### src/rtl/rv32i_pkg.sv
// Shared constants and FSM encoding for the rv32i memory subsystem.
package rv32i_pkg;

    localparam int XLEN = 32;
    localparam logic [3:0] BE_WORD = 4'hF;

    typedef enum logic [2:0] {
        ST_IDLE   = 3'd0,
        ST_REQ_I  = 3'd1,
        ST_REQ_D  = 3'd2,
        ST_WAIT_I = 3'd3,
        ST_WAIT_D = 3'd4
    } state_t;

endpackage

### src/rtl/rv32i_arb_prio.sv
// Fetch/data priority decision with a streak limiter so that a continuously
// requesting fetch port cannot be starved by back-to-back data accesses.
module rv32i_arb_prio
    import rv32i_pkg::*;
#(
    parameter int MAX_D_STREAK = 4
) (
    input  logic i_clk,
    input  logic i_reset_n,
    input  logic i_if_valid,
    input  logic i_d_valid,
    input  logic i_idle,
    output logic o_if_gnt,
    output logic o_d_gnt
);

    localparam logic [3:0] STREAK_MAX = 4'(MAX_D_STREAK);

    logic [3:0] r_streak;
    logic       w_d_wins;

    always_comb begin
        w_d_wins = i_d_valid && (!i_if_valid || (r_streak < STREAK_MAX));
        o_d_gnt  = i_idle && w_d_wins;
        o_if_gnt = i_idle && i_if_valid && !w_d_wins;
    end

    // Only contended data wins count toward the streak; any fetch win resets it.
    always_ff @(posedge i_clk or negedge i_reset_n) begin
        if (!i_reset_n) begin
            r_streak <= '0;
        end else if (o_if_gnt) begin
            r_streak <= '0;
        end else if (o_d_gnt && i_if_valid && (r_streak < STREAK_MAX)) begin
            r_streak <= r_streak + 4'd1;
        end
    end

endmodule

### src/rtl/rv32i_mem_arbiter.sv
// Shares one single-port memory between the instruction-fetch and load/store
// ports, serialising one request/grant/response transaction at a time.
module rv32i_mem_arbiter
    import rv32i_pkg::*;
#(
    parameter int XLEN         = rv32i_pkg::XLEN,
    parameter int MAX_D_STREAK = 4
) (
    input  logic            clk,
    input  logic            reset_n,
    input  logic            if_req_valid,
    output logic            if_req_ready,
    input  logic [XLEN-1:0] if_addr,
    output logic            if_rsp_valid,
    output logic [XLEN-1:0] if_rdata,
    input  logic            d_req_valid,
    output logic            d_req_ready,
    input  logic            d_we,
    input  logic [3:0]      d_be,
    input  logic [XLEN-1:0] d_addr,
    input  logic [XLEN-1:0] d_wdata,
    output logic            d_rsp_valid,
    output logic [XLEN-1:0] d_rdata,
    output logic            mem_req,
    output logic            mem_we,
    output logic [3:0]      mem_be,
    output logic [XLEN-1:0] mem_addr,
    output logic [XLEN-1:0] mem_wdata,
    input  logic            mem_gnt,
    input  logic            mem_rvalid,
    input  logic [XLEN-1:0] mem_rdata
);

    state_t          r_state;
    state_t          w_next_state;
    logic            w_idle;
    logic            w_if_gnt;
    logic            w_d_gnt;
    logic            r_mem_req;
    logic            r_mem_we;
    logic [3:0]      r_mem_be;
    logic [XLEN-1:0] r_mem_addr;
    logic [XLEN-1:0] r_mem_wdata;
    logic            r_if_rsp_valid;
    logic            r_d_rsp_valid;
    logic [XLEN-1:0] r_if_rdata;
    logic [XLEN-1:0] r_d_rdata;

    assign w_idle = (r_state == ST_IDLE);

    rv32i_arb_prio #(
        .MAX_D_STREAK (MAX_D_STREAK)
    ) u_prio (
        .i_clk      (clk),
        .i_reset_n  (reset_n),
        .i_if_valid (if_req_valid),
        .i_d_valid  (d_req_valid),
        .i_idle     (w_idle),
        .o_if_gnt   (w_if_gnt),
        .o_d_gnt    (w_d_gnt)
    );

    always_ff @(posedge clk or negedge reset_n) begin
        if (!reset_n) begin
            r_state <= ST_IDLE;
        end else begin
            r_state <= w_next_state;
        end
    end

    always_comb begin
        w_next_state = r_state;
        case (r_state)
            ST_IDLE: begin
                if (w_d_gnt) begin
                    w_next_state = ST_REQ_D;
                end else if (w_if_gnt) begin
                    w_next_state = ST_REQ_I;
                end
            end
            ST_REQ_I:  if (r_mem_req && mem_gnt) w_next_state = ST_WAIT_I;
            ST_REQ_D:  if (r_mem_req && mem_gnt) w_next_state = ST_WAIT_D;
            ST_WAIT_I: if (mem_rvalid) w_next_state = ST_IDLE;
            ST_WAIT_D: if (mem_rvalid) w_next_state = ST_IDLE;
            default:   w_next_state = ST_IDLE;
        endcase
    end

    // Request fields are captured at accept and frozen until the next accept,
    // so the memory sees a stable request while it withholds the grant.
    always_ff @(posedge clk or negedge reset_n) begin
        if (!reset_n) begin
            r_mem_req   <= 1'b0;
            r_mem_we    <= 1'b0;
            r_mem_be    <= '0;
            r_mem_addr  <= '0;
            r_mem_wdata <= '0;
        end else if (w_d_gnt) begin
            r_mem_req   <= 1'b1;
            r_mem_we    <= d_we;
            r_mem_be    <= d_be;
            r_mem_addr  <= d_addr;
            r_mem_wdata <= d_wdata;
        end else if (w_if_gnt) begin
            r_mem_req   <= 1'b1;
            r_mem_we    <= 1'b0;
            r_mem_be    <= BE_WORD;
            r_mem_addr  <= if_addr;
            r_mem_wdata <= '0;
        end else if (r_mem_req && mem_gnt) begin
            r_mem_req   <= 1'b0;
        end
    end

    // Completions outside the WAIT states (e.g. stale after a reset) are dropped.
    always_ff @(posedge clk or negedge reset_n) begin
        if (!reset_n) begin
            r_if_rsp_valid <= 1'b0;
            r_d_rsp_valid  <= 1'b0;
            r_if_rdata     <= '0;
            r_d_rdata      <= '0;
        end else begin
            r_if_rsp_valid <= (r_state == ST_WAIT_I) && mem_rvalid;
            r_d_rsp_valid  <= (r_state == ST_WAIT_D) && mem_rvalid;
            if ((r_state == ST_WAIT_I) && mem_rvalid) begin
                r_if_rdata <= mem_rdata;
            end
            if ((r_state == ST_WAIT_D) && mem_rvalid) begin
                r_d_rdata <= r_mem_we ? '0 : mem_rdata;
            end
        end
    end

    assign if_req_ready = w_if_gnt;
    assign d_req_ready  = w_d_gnt;
    assign mem_req      = r_mem_req;
    assign mem_we       = r_mem_we;
    assign mem_be       = r_mem_be;
    assign mem_addr     = r_mem_addr;
    assign mem_wdata    = r_mem_wdata;
    assign if_rsp_valid = r_if_rsp_valid;
    assign if_rdata     = r_if_rdata;
    assign d_rsp_valid  = r_d_rsp_valid;
    assign d_rdata      = r_d_rdata;

endmodule

### config.mk
export PLATFORM = sky130hd
export DESIGN_NAME = rv32i_mem_arbiter
export DESIGN_NICKNAME = d
export VERILOG_FILES = /design/src/rtl/rv32i_pkg.sv /design/src/rtl/rv32i_arb_prio.sv /design/src/rtl/rv32i_mem_arbiter.sv
export SDC_FILE = /design/constraint.sdc
export NUM_CORES = 1
export LEC_CHECK = 0
export BUFFER_PORTS_ARGS = -buffer_cell sky130_fd_sc_hd__buf_2
export CORE_ASPECT_RATIO = 1.75
export CORE_UTILIZATION = 42
export DETAILED_ROUTE_END_ITERATION = 8
export HOLD_SLACK_MARGIN = 0.03
export PLACE_DENSITY = 0.76
export REMOVE_ABC_BUFFERS = 1
export SLEW_MARGIN = 20
export SYNTH_ARGS = -nofsm -noshare
export SYNTH_HDL_FRONTEND = slang
export SYNTH_HIERARCHICAL = 1
export SYNTH_SLANG_ARGS = --single-unit
### constraint.sdc
create_clock -name clk -period 2 [get_ports clk]
set_clock_uncertainty 0.05 [all_clocks]
set_input_delay 0.2 -clock clk [delete_from_list [all_inputs] [get_ports clk]]
set_output_delay 0.2 -clock clk [all_outputs]
set_load 0.1 [all_outputs]
==> flow_metrics.env <==
export IMPL_grt_max_degree=66
export IMPL_worst_slew_pin_transition_ps=533.3
export IMPL_maxSlewViolCount=0
export IMPL_ios=277
export IMPL_synth_avg_cell_area_um2=12.18
export IMPL_cp_start_kind="register"
export IMPL_routabilityCongestion=0.8152
export IMPL_areaGrowthSynthToFinish_pct=61.06
export IMPL_ys_flop_type="dfrtp_1"
export IMPL_status="finished clean"
export IMPL_setup_ws_ps=37.19
export IMPL_grt_pass1_wl_um=29600
export IMPL_cpMaxStageDelayCell="dfrtp_1"
export IMPL_slew_headroom_pct=64.69
export IMPL_required_ps=1750
export IMPL_hold_viol_final=0
export IMPL_cp_max_fo=9
export IMPL_final_cells=1071
export IMPL_dp_worst_setup_slack_ps=194.9
export IMPL_grt_antenna_before_repair=1
export IMPL_core_rowCount=56
export IMPL_rsz0062_at_grt="true"
export IMPL_hold_path_class="primary input to register"
export IMPL_crit_top_cell="buf_12"
export IMPL_vias=5469
export IMPL_arrival_ps=1710
export IMPL_crit_path_end_kind="output port"
export IMPL_drtIter0Drc=285
export IMPL_port_buffers=276
export IMPL_slowest_delay_ps=390
export IMPL_synth_seq_cells=143
export IMPL_viasPerCell=5.106
export IMPL_ys_warn_count=6
export IMPL_dr_wl_met3_um=1034
export IMPL_drc=0
export IMPL_synth_area_leader_cell="dfrtp_1"
export IMPL_multi_input_area_mm2=0.002150
export IMPL_fin_hold_ws_ps=53.88
export IMPL_syn_inst=483
export IMPL_dieHeight_um=158.6
export IMPL_synthTopCellsByArea="dfrtp_1 61%, mux2_4 7.4%, o21ai_0 6.0%"
export IMPL_fin_crit_ps=1963
export IMPL_clock_root_buffer="clkbuf_16"
export IMPL_dpl_hpwl_um=11890
export IMPL_placed_cells=917
export IMPL_synth_distinct_cells=34
export IMPL_cts_max_level=4
export IMPL_path_buf_inv=3
export IMPL_wl_per_cell_um=18.06
export IMPL_final_period_utilization_pct=98.14
export IMPL_synth_top_area_share_pct=60.83
export IMPL_final_setup_viol_count=0
export IMPL_grt_use_total_pct=26.64
export IMPL_cts_tree="built"
export IMPL_die_area_mm2=0.01450
export IMPL_synthArstFlopShare_pct=100.0
export IMPL_drt_met1_wl_um=7043
export IMPL_crit_chain="nor3_2, buf_4, and3_4, buf_12, buf_12"
export IMPL_cts_buffers=17
export IMPL_num_fill_cells=921
export IMPL_timing_fmax_mhz=509.5
export IMPL_cap_violations=0
export IMPL_dr_pass1_iters=4
export IMPL_drive_above_1_share_pct=42.08
export IMPL_core_mm2=0.01352
export IMPL_synth_edff_count=0
export IMPL_wl_met2_um=10150
export IMPL_clk_latency_ps=410
export IMPL_nNetsFinal=1023
export IMPL_final_core_util_pct=70.07
export IMPL_regArea_mm2=0.003578
export IMPL_crit_type="register to output port"
export IMPL_ant_nets=0
export IMPL_r2r_setup_slack_ps=140
export IMPL_cp_top_family="buffers and inverters"
export IMPL_yosysSeqAreaShare_pct=60.83
export IMPL_top_layer_used="met4"
export IMPL_numClockSinks=143
export IMPL_cts_buffer_depth=2
export IMPL_dieWidth_um=91.47
export IMPL_overflow=0
export IMPL_mappedNetlistArea_mm2=0.005883
export IMPL_initial_core_util_pct=43.50
export IMPL_wirelength_um=19350
export IMPL_grt_pass1_vias=5794
export IMPL_clkTransAtPathRegs_ps=60
-- metrics by stage --
step | cell area, um^2 | TNS [ps]
3_3_place_gp | 7599 | 0
6_report | 9475 | 0
5_1_grt | 9475 | -13.28
3_5_place_dp | 7599 | 0
4_1_cts | 9393 | 0
2_1_floorplan | 5715 | -300730
-- worst register-to-register path: stages, from the launching register on --
cell and delay (ps):
dfrtp_1 390, or3b_4 430, nor2b_4 150, buf_4 160, bufbuf_16 290, mux2i_1 190
o21ai_0 100
-- synth_stat cells, types with 3 or more instances --
library cell    n
dfrtp_1       143
nor2_1          8
nand2b_1       35
buf_6           3
buf_2          14
inv_1           4
mux2i_1        32
clkbuf_1       13
mux2_4         29
mux2_2          3
o21ai_0        70
nand2_1        71
a22o_1         32
-- repair_timing --
item | in CTS | in global routing
pin swaps | 0 | 1
cloned | 2 | 1
resized for setup | 1 | 1
hold endpoints to repair | 171 | 0
setup endpoints to repair | 2 | 4
hold buffers | 109 | 0
buffers inserted | 2 | 7
-- per-layer routing --
metal	up-vias	track usage [%]
met5	-	0
met4	0	17.99
met3	85	5.874
met2	268	45.22
met1	2644	29.90
li1	2472	-
-- registers in the layout, summed over array words and instances, names as in the netlist --
| signal | flops |
|---|---|
| d_rdata | 32 |
| d_rsp_valid | 1 |
| if_rdata | 32 |
| if_rsp_valid | 1 |
| mem_addr | 32 |
| mem_be | 4 |
| mem_req | 1 |
| mem_wdata | 32 |
| mem_we | 1 |
| r_state | 3 |
| u_prio/r_streak | 4 |
-- layout make-up --
type / instances / area share, %
flip-flops and latches: 143 / 37.77
repair buffers: 414 / 30.54
multi-input cells: 303 / 22.69
clock buffers: 18 / 4.635
well taps: 174 / 2.298
clock inverters: 14 / 1.888
inverters: 4 / 0.1585
diodes: 1 / 0.02641
-- kinds of logic after synthesis --
group	after synthesis	share of synthesized area, %
flip-flops	143	60.83
adder cells (fa/ha/maj)	1	0.2126
AO/OA/AOI/OAI	112	12.08
buffers and inverters	37	3.105
AND/OR/NAND/NOR	126	10.36
multiplexers	64	13.42
-- worst paths after layout --
path / end / from / depth (start not counted)
max: d_req_ready / r_state[0] / 5
min: mem_addr[7] / if_addr[7] / 3
max reg2reg: mem_addr[5] / u_prio/r_streak[2] / 6
min reg2reg: d_rdata[20] / d_rdata[20] / 2
max in group asynchronous: mem_addr[16] / reset_n / 3
min in group asynchronous: d_rdata[22] / reset_n / 2
-- cell usage in the layout, fill, tap and decap left out, drive strengths merged, types with 2 or more instances in the layout --
master and instances:
mux2 32, bufinv 3, dfrtp 143, nor3 2
dlygate4sd3 109, o21ai 72, nand2 71, mux2i 32
nand3 3, inv 8, o2bb2ai 2, bufbuf 2
nor2 8, buf 302, a22o 32, nand2b 35
clkinv 4, clkbuf 19, clkinvlp 3
Power is not shown: default switching activity piles up to over one toggle a cycle in this logic, so the estimate is an artifact.
